--- src/rtl/fetch_pkg.sv ---
// fetch_pkg: shared types and constants for the instruction fetch front end.
//   word_t        - 32-bit instruction word
//   fetch_state_t - fetch FSM state (RUN issues requests, FLUSH drains stale responses)
//   fetch_entry_t - prefetch FIFO payload: instruction word plus its fetch address
//   PC_STEP       - byte increment between sequential fetches
//   PC_MAX_W      - widest fetch address the FIFO payload can carry
package fetch_pkg;

  typedef logic [31:0] word_t;

  typedef enum logic {
    RUN   = 1'b0,
    FLUSH = 1'b1
  } fetch_state_t;

  localparam int unsigned PC_STEP  = 4;
  localparam int unsigned PC_MAX_W = 32;

  typedef struct packed {
    word_t instr;
    word_t pc;
  } fetch_entry_t;

endpackage

--- src/rtl/fetch_fifo.sv ---
// fetch_fifo: prefetch buffer between instruction memory responses and the decoder.
// Ports:
//   clk, reset  - clock, synchronous active-high reset
//   clr         - synchronous clear (redirect); wins over push and pop
//   push, data  - write one entry
//   pop         - remove the head entry (ignored when empty)
//   head        - registered head entry (stale contents when empty)
//   count       - number of valid entries
// DEPTH must be a power of 2 so the pointers wrap naturally.
module fetch_fifo
  import fetch_pkg::*;
#(
  parameter int DEPTH = 2
) (
  input  logic                   clk,
  input  logic                   reset,
  input  logic                   clr,
  input  logic                   push,
  input  fetch_entry_t           data,
  input  logic                   pop,
  output fetch_entry_t           head,
  output logic [$clog2(DEPTH):0] count
);

  localparam int PW = $clog2(DEPTH);
  localparam int CW = PW + 1;

  fetch_entry_t    mem [DEPTH];
  logic [PW-1:0]   rd_ptr;
  logic [PW-1:0]   wr_ptr;
  logic            empty;
  logic            full;
  logic            pop_ok;

  assign empty  = (count == '0);
  assign full   = (count == CW'(DEPTH));
  assign pop_ok = pop && !empty;
  assign head   = mem[rd_ptr];

  always_ff @(posedge clk) begin
    if (reset || clr) begin
      rd_ptr <= '0;
      wr_ptr <= '0;
      count  <= '0;
    end else begin
      if (push) wr_ptr <= wr_ptr + PW'(1);
      if (pop_ok) rd_ptr <= rd_ptr + PW'(1);
      count <= count + CW'(push) - CW'(pop_ok);
    end
  end

  always_ff @(posedge clk) begin
    if (!reset && !clr && push) mem[wr_ptr] <= data;
  end

  // Credit accounting upstream must never push into a full FIFO without a pop.
  always_ff @(posedge clk) begin
    if (!reset && !clr) assert (!(push && full && !pop_ok));
  end

endmodule

--- src/rtl/fetch_unit.sv ---
// fetch_unit: instruction fetch front end (producer of instr / instr_pc).
// Holds the fetch PC, issues word requests to instruction memory, buffers the
// in-order responses in a prefetch FIFO and flushes on a redirect (pc_src).
// Ports:
//   clk, reset                           - clock, synchronous active-high reset
//   mem_req_valid/addr/ready             - request channel (valid is not sticky)
//   mem_resp_valid/data                  - in-order responses, >= 1 cycle latency
//   instr_valid/instr/instr_pc/ready     - FIFO head towards the decoder
//   redirect, redirect_pc                - taken branch; redirect_pc[1:0] ignored
//   perf_fetched, perf_squashed          - saturating counters (FETCH_PERF_EN only)
// Handshake: a transfer happens on a cycle where valid and ready are both high;
// valid may fall without a transfer and carries no obligation to stay up.
// Optional feature macro: FETCH_PERF_EN.
module fetch_unit
  import fetch_pkg::*;
#(
  parameter int                ADDR_W   = 32,
  parameter logic [ADDR_W-1:0] RESET_PC = '0,
  parameter int                DEPTH    = 2
) (
  input  logic              clk,
  input  logic              reset,
  output logic              mem_req_valid,
  output logic [ADDR_W-1:0] mem_req_addr,
  input  logic              mem_req_ready,
  input  logic              mem_resp_valid,
  input  logic [31:0]       mem_resp_data,
  output logic              instr_valid,
  output logic [31:0]       instr,
  output logic [ADDR_W-1:0] instr_pc,
  input  logic              instr_ready,
  input  logic              redirect,
  input  logic [ADDR_W-1:0] redirect_pc
`ifdef FETCH_PERF_EN
  ,
  output logic [31:0]       perf_fetched,
  output logic [31:0]       perf_squashed
`endif
);

  localparam int TW = $clog2(DEPTH);
  localparam int CW = TW + 1;
  localparam logic [CW:0] DEPTH_L = (CW + 1)'(DEPTH);

  fetch_state_t      state;
  logic [ADDR_W-1:0] fetch_pc;
  logic [CW-1:0]     outstanding;
  logic [CW-1:0]     outstanding_n;
  logic [CW-1:0]     drop_cnt;
  logic [CW-1:0]     drop_cnt_n;
  logic [CW-1:0]     fifo_count;
  logic [CW:0]       inflight;
  logic [ADDR_W-1:0] tag_mem [DEPTH];
  logic [TW-1:0]     tag_wr;
  logic [TW-1:0]     tag_rd;
  logic              accept;
  logic              resp_fire;
  logic              resp_drop;
  logic              resp_keep;
  logic              pop;
  fetch_entry_t      push_entry;
  fetch_entry_t      head;
  logic              unused_redirect_lsb;

  assign unused_redirect_lsb = ^redirect_pc[1:0];

  // Credit check: FIFO entries plus in-flight requests never exceed DEPTH,
  // so every response is guaranteed a free FIFO slot.
  assign inflight      = (CW + 1)'(outstanding) + (CW + 1)'(fifo_count);
  assign mem_req_valid = !reset && (state == RUN) && !redirect && (inflight < DEPTH_L);
  assign mem_req_addr  = fetch_pc;
  assign accept        = mem_req_valid && mem_req_ready;

  // Responses are only meaningful while something is outstanding; anything
  // else (e.g. a late beat across reset) is ignored.
  assign resp_fire     = mem_resp_valid && (outstanding != '0);
  assign resp_drop     = resp_fire && (redirect || (drop_cnt != '0));
  assign resp_keep     = resp_fire && !resp_drop;
  assign outstanding_n = outstanding + CW'(accept) - CW'(resp_fire);
  assign drop_cnt_n    = (resp_drop && !redirect) ? drop_cnt - CW'(1) : drop_cnt;

  assign instr_valid   = (fifo_count != '0);
  assign pop           = instr_valid && instr_ready && !redirect;
  assign instr         = instr_valid ? head.instr : '0;
  assign instr_pc      = instr_valid ? head.pc[ADDR_W-1:0] : '0;

  assign push_entry.instr = mem_resp_data;
  assign push_entry.pc    = PC_MAX_W'(tag_mem[tag_rd]);

  fetch_fifo #(
    .DEPTH (DEPTH)
  ) u_fifo (
    .clk   (clk),
    .reset (reset),
    .clr   (redirect),
    .push  (resp_keep),
    .data  (push_entry),
    .pop   (pop),
    .head  (head),
    .count (fifo_count)
  );

  // Tag queue: address of every accepted request, consumed in response order.
  always_ff @(posedge clk) begin
    if (!reset && accept) tag_mem[tag_wr] <= fetch_pc;
  end

  always_ff @(posedge clk) begin
    if (reset) begin
      state       <= RUN;
      fetch_pc    <= RESET_PC;
      outstanding <= '0;
      drop_cnt    <= '0;
      tag_wr      <= '0;
      tag_rd      <= '0;
    end else begin
      outstanding <= outstanding_n;
      if (accept) begin
        tag_wr   <= tag_wr + TW'(1);
        fetch_pc <= fetch_pc + ADDR_W'(PC_STEP);
      end
      if (resp_fire) tag_rd <= tag_rd + TW'(1);
      if (redirect) begin
        // No request is issued this cycle, so outstanding_n is exactly the
        // in-flight count minus any response being discarded right now.
        fetch_pc <= {redirect_pc[ADDR_W-1:2], 2'b00};
        drop_cnt <= outstanding_n;
        state    <= (outstanding_n != '0) ? FLUSH : RUN;
      end else begin
        drop_cnt <= drop_cnt_n;
        if (state == FLUSH && drop_cnt_n == '0) state <= RUN;
      end
    end
  end

`ifdef FETCH_PERF_EN
  logic [CW:0] squash_inc;
  logic [32:0] squash_sum;

  assign squash_inc = (redirect ? (CW + 1)'(fifo_count) : '0) + (CW + 1)'(resp_drop);
  assign squash_sum = {1'b0, perf_squashed} + 33'(squash_inc);

  always_ff @(posedge clk) begin
    if (reset) begin
      perf_fetched  <= '0;
      perf_squashed <= '0;
    end else begin
      if (pop && perf_fetched != '1) perf_fetched <= perf_fetched + 32'd1;
      perf_squashed <= squash_sum[32] ? '1 : squash_sum[31:0];
    end
  end
`endif

endmodule

--- config.mk ---
export PLATFORM = sky130hd
export DESIGN_NAME = fetch_unit
export DESIGN_NICKNAME = d
export VERILOG_FILES = /design/src/rtl/fetch_pkg.sv /design/src/rtl/fetch_fifo.sv /design/src/rtl/fetch_unit.sv
export SDC_FILE = /design/constraint.sdc
export NUM_CORES = 1
export LEC_CHECK = 0
export BUFFER_PORTS_ARGS = -buffer_cell sky130_fd_sc_hd__clkbuf_2
export CAP_MARGIN = 20
export CORE_UTILIZATION = 55
export DETAILED_ROUTE_END_ITERATION = 10
export GPL_TIMING_DRIVEN = 0
export PLACE_DENSITY = 0.79
export SLEW_MARGIN = 20
export SYNTH_ARGS = -nofsm -noshare
export SYNTH_HDL_FRONTEND = slang
export SYNTH_SLANG_ARGS = --single-unit
--- constraint.sdc ---
create_clock -name clk -period 6.9 [get_ports clk]
set_clock_uncertainty 0.1 [all_clocks]
set_input_delay 1.035 -clock clk [delete_from_list [all_inputs] [get_ports clk]]
set_output_delay 1.035 -clock clk [all_outputs]
set_load 0.02 [all_outputs]
Word level (Yosys, flattened, before mapping)
Memory sizes are Yosys's and may differ from the RTL's. A register that Yosys moved wholly into a read port is not among the register bits.
Index checks and enable logic that the tools add are counted.
{ "word_totals": {"reg_bits": 43, "ramBits": 192, "inputBits": 70, "elab_cells": 72, "mem_count": 2} }
{ "memory_table": {"columns": ["name", "words", "width", "read_ports", "rd_clocked_by_memory_dff", "wr", "line_no", "text"], "rows": [
  ["u_fifo.mem", 2, 64, 1, 1, 1, "fetch_fifo.sv:28", "fetch_entry_t mem [DEPTH];"],
  ["tag_mem", 2, 32, 1, 1, 1, "fetch_unit.sv:53", "logic [ADDR_W-1:0] tag_mem [DEPTH];"]
]} }
{ "classes": {"add_sub_neg": 11, "n_lt_le_gt_ge": 1, "mux": 17, "n_bitwise": 1, "n_reduce_logical": 30} }
{ "op_table": {"columns": ["cell", "n"], "rows": [
  ["32-bit 2-to-1 mux", 4],
  ["32-bit by 3-bit adder with 32-bit output, second input constant", 1],
  ["1-bit logical AND", 15],
  ["2-bit nonzero test", 6],
  ["1-bit 2-to-1 mux", 11],
  ["1-bit adder, second input constant", 4],
  ["2-bit by 1-bit adder with 2-bit output", 2],
  ["1-bit logical NOT", 4],
  ["2-bit logical NOT", 2],
  ["2-bit 2-to-1 mux", 2],
  ["2-bit by 1-bit subtractor with 2-bit output", 2],
  ["2-bit by 2-bit adder with 3-bit output", 1],
  ["3-bit by 2-bit < comparator with 1-bit output, second input constant", 1],
  ["1-bit logical OR", 2],
  ["2-bit OR reduction", 1],
  ["2-bit by 1-bit subtractor with 2-bit output, second input constant", 1],
  ["1-bit NOT", 1]
]} }

Depth between registers and ports, before layout
{ "depth": {"word_depth": 10, "ltp_mapped": 13, "ltp_nobuf": 12} }

By module
A second synthesis with hierarchy kept.
{ "hier_totals": {"hier_cells": 666, "hier_area_um2": 10074.7} }
{ "modules_own_cells": {"columns": ["mod", "instances", "cells_each", "area_per_inst_um2", "seq_area_each_um2"], "rows": [
  ["fetch_fifo", 1, 221, 5162.5, 3943.8],
  ["fetch_unit", 1, 445, 4912.2, 2562.5]
]} }

Worst setup path before layout
Ideal clock, no wire load.
{ "synth_path": {"kind": "input to register", "from": "input redirect", "to": "memory u_fifo.mem[0][10] in the netlist's numbering (enable)", "setup_time_ns": 0.558, "arrival_ns": 5.777, "setup_slack_ns": 0.465, "path_stages": 4, "n_path_buf": 1, "path_cell_list": "inv_1 -> clkbuf_1 -> nand3_1 -> nor3_1"} }
{ "synth_via": {"elab_chain_len": 7, "word_cells_on_any_way": 9, "classes_between": "mux (2); reduce/logical (7)"} }
{ "synth_rtl": {"columns": ["item", "line_no", "text"], "rows": [
  ["start: declaration", "fetch_unit.sv:32", "input logic redirect,"],
  ["1-bit logical OR", "fetch_unit.sv:77", "assign resp_drop = resp_fire && (redirect || (drop_cnt != '0));"],
  ["1-bit logical AND", "fetch_unit.sv:77", null],
  ["1-bit logical NOT", "fetch_unit.sv:78", "assign resp_keep = resp_fire && !resp_drop;"],
  ["1-bit logical AND", "fetch_unit.sv:78", null],
  ["1-bit logical AND (*)", "fetch_fifo.sv:53", "if (!reset && !clr && push) mem[wr_ptr] <= data;"],
  ["1-bit 2-to-1 mux (*)", "fetch_fifo.sv:53", null],
  ["1-bit 2-to-1 mux (not written as such) (*)", "fetch_fifo.sv:53", null],
  ["end: declaration", "fetch_fifo.sv:28", null]
]} }
Mark *: on every way between the ends. The rest lies on a longest branch, timed or not.

Worst setup path in the final report
{ "layout_path": {"from": "input reset", "to": "register state"} }
{ "layout_via": {"elab_chain_len": 10} }
{ "layout_rtl": {"columns": ["item", "line_no", "text"], "rows": [
  ["start: declaration", "fetch_unit.sv:22", "input logic reset,"],
  ["1-bit logical NOT", "fetch_unit.sv:70", "assign mem_req_valid = !reset && (state == RUN) && !redirect && (inflight < DEPTH_L);"],
  ["1-bit logical AND (3 in series)", "fetch_unit.sv:70", null],
  ["1-bit logical AND", "fetch_unit.sv:72", "assign accept = mem_req_valid && mem_req_ready;"],
  ["2-bit by 1-bit adder with 2-bit output", "fetch_unit.sv:79", "assign outstanding_n = outstanding + CW'(accept) - CW'(resp_fire);"],
  ["2-bit by 1-bit subtractor with 2-bit output", "fetch_unit.sv:79", null],
  ["2-bit nonzero test", "fetch_unit.sv:128", "state <= (outstanding_n != '0) ? FLUSH : RUN;"],
  ["1-bit 2-to-1 mux", "fetch_unit.sv:128", null],
  ["1-bit 2-to-1 mux", "fetch_unit.sv:123", "if (redirect) begin"],
  ["end signal: assignment", "fetch_unit.sv:128", null],
  ["end: declaration", "fetch_unit.sv:45", "fetch_state_t state;"]
]} }
Parallel ways exist; a longest one is shown, timed or not.
A chain may end at the register's enable or synchronous reset.

==> out/results.ini <==
[worst_setup_path]
criticalPathCategory = in -> reg
worstPathArrival_ns = 4.08
path_max_fanout = 10
cp-end-kind = flop
crit_required_ns = 7.18
critPathLaunchType = input port

[clocking]
clk_pin_slew_ns = 0.06
htreeDepth = 1
clkSinkCount = 227
cts_resized = 0
cts_buffer_depth = 3
ctsHoldBuffers = 0
cts_buffers = 23
cts_root_buffer = clkbuf_16
post_cts_buffers = 0
clk_latency_ns = 0.50
cts_tree = done

[routing]
wl_per_cell_microns = 17.8
dr_total_vias = 5959
drc = 0
dr.pass1.iters = 5
via_per_inst = 5.46
drt-initial-drc-count = 391
totalWireLength_microns = 19400
ant_nets = 0

[synthesis]
ys_types = 55
synth_largest_area_cell = edfxtp_1
synthCells = 658
syn_area_per_cell_sq_um = 14.1
synth-seq-cells = 227
synth_seq_area_share_pct = 68.7
ys.flop_type = edfxtp_1
synth_edf_count = 184
synthTopCellsByArea = edfxtp_1, dfxtp_1, mux2i_1
synth_top_cell_area_share_pct = 59.4
synthArstFlopShare_pct = 0
netlist_area_sq_um = 9300
yosysWarnings = 0

[sta]
finalCritPeriodShare_pct = 55.0
max_freq_ghz = 0.264
fin_crit_ns = 3.79
drv_slew = 0
worst_pin_slew_ns = 0.827
maxSlewHeadroom_pct = 44.6
rsz0062_at_grt = no
hold_viol_final = 0
setup_viol_count_final = 0

[die]
core_area_sq_um = 16500
io_pins = 168
fp.dieH_microns = 132
dieArea_sq_um = 17400
num_rows = 47
die_width_microns = 132
start_util_pct = 56.3

[finish]
nNetsFinal = 933
fill_cells = 1159
areaGrowthSynthToFinish_pct = 21.4
final_util_pct = 68.3
stdcell_count = 1092
drive_gt1_share_pct = 29.9
antenna_cells = 0

[run]
drv_cap = 0

[min_path]
hold_path_class = reg -> reg

[global_routing]
grt_util_all_layers_pct = 22.7
antenna_found_initial = 0
grt_pass1_vias = 5943
grt_max_degree = 44
overflow = 0
grt_first_pass_wirelength_microns = 30900

[power_and_ir_drop]
peakVddDrop_mv = 0.212
p_leak_nw = 4.04
power_mw = 3.31
p_per_area_nw_per_um2 = 293

[placed_design]
dp_hpwl_microns = 13800
gp_congestion = 0.928
portBuffers = 160
dp_cells = 1051

[run_status]
outcome = completed

-- sequential cells by signal, summed over array words and instances (netlist names), named ones only --
signal and flops:
u_fifo.wr_ptr 1, u_fifo.count 2, mem_req_addr 30, outstanding 2, tag_rd 1, tag_mem 60
u_fifo.mem 124, u_fifo.rd_ptr 1, tag_wr 1, drop_cnt 2, state 1
-- where the power goes --
part / total (mW) / switching, mW / internal [mW]
combinational: 0.459 / 0.271 / 0.188
clock: 1.20 / 0.479 / 0.721
sequential: 1.65 / 0.0584 / 1.59
-- worst max-delay path, cell delays in order --
cell	delay, ns
clkbuf_1	0.21
or2_1	0.27
clkbuf_1	0.23
nor4_4	0.39
inv_2	0.19
buf_1	0.36
ha_1	0.40
inv_1	0.04
ha_1	0.18
xor2_1	0.15
xnor2_1	0.29
nand2b_1	0.11
a32o_1	0.20
-- cells by family after synthesis --
kind of cell             synth area share, %
flip-flops                              68.7
buffers and inverters                   2.40
XOR/XNOR                                2.17
other                                 0.0403
AO/OA/AOI/OAI                           4.59
multiplexers                            10.5
AND/OR/NAND/NOR                         10.6
adder cells (fa/ha/maj)                 1.02
-- cells in the mapped netlist (7+ instances only) --
library cell	n
a31oi_1	9
mux2i_1	64
and2_1	9
nor3_2	8
edfxtp_1	184
nor3_1	7
dfxtp_1	43
nand3_1	15
mux2_2	30
nand2_1	22
inv_1	16
clkbuf_1	24
o21ai_0	7
xor2_1	7
a21oi_1	20
nor2_1	91
o22ai_1	9
xnor2_1	16
-- final cells by class --
| class | count | area [sq um] | share of cell area, % |
|---|---|---|---|
| flip-flops and latches | 227 | 6390 | 56.6 |
| multi-input cells | 381 | 2730 | 24.2 |
| repair buffers | 170 | 940 | 8.32 |
| clock buffers | 25 | 583 | 5.16 |
| well taps | 220 | 275 | 2.44 |
| plain buffers | 36 | 159 | 1.41 |
| clock inverters | 16 | 155 | 1.37 |
| inverters | 17 | 63.8 | 0.565 |
-- worst paths after layout --
kind,from,cells after the start,slack (ns),end
setup / recovery,reset,13,3.11,state
setup reg to reg,outstanding[0],13,3.16,state
hold reg to reg,u_fifo.rd_ptr,2,0.40,flop
hold / removal,u_fifo.rd_ptr,2,0.40,flop
-- per-stage QoR --
step           hold slack [ns]  TNS, ns  worst slack [ns]  cell area [sq um]
2_1_floorplan            0.363        0             0.465               9310
3_3_place_gp             0.377  -147.53             -2.38              10400
3_5_place_dp             0.393        0              2.67              10600
4_1_cts                  0.406        0              3.16              11300
5_1_grt                  0.439        0              2.93              11300
6_report                 0.401        0              3.11              11300
-- cells in the final DEF (no fill, tap or decap), types with 16 or more instances in the layout --
cell | synthesis | routed
dfxtp_1 | 43 | 43
clkbuf_1 | 24 | 26
nor2_1 | 91 | 88
clkbuf_16 | 0 | 23
nand2_1 | 22 | 22
clkbuf_2 | 0 | 160
xnor2_1 | 16 | 16
a21oi_1 | 20 | 20
inv_1 | 16 | 16
mux2_2 | 30 | 30
edfxtp_1 | 184 | 184
mux2i_1 | 64 | 64
-- per-layer routing --
layer | GRT usage [%] | wire [microns] | up-vias
met1 | 30.2 | 7840 | 2839
met3 | 3.65 | 1540 | 32
met5 | 0 | 0 | -
met4 | 8.01 | 471 | 0
met2 | 38.1 | 9550 | 260
li1 | - | - | 2828
No activity file was read; power rests on OpenSTA's default activity.
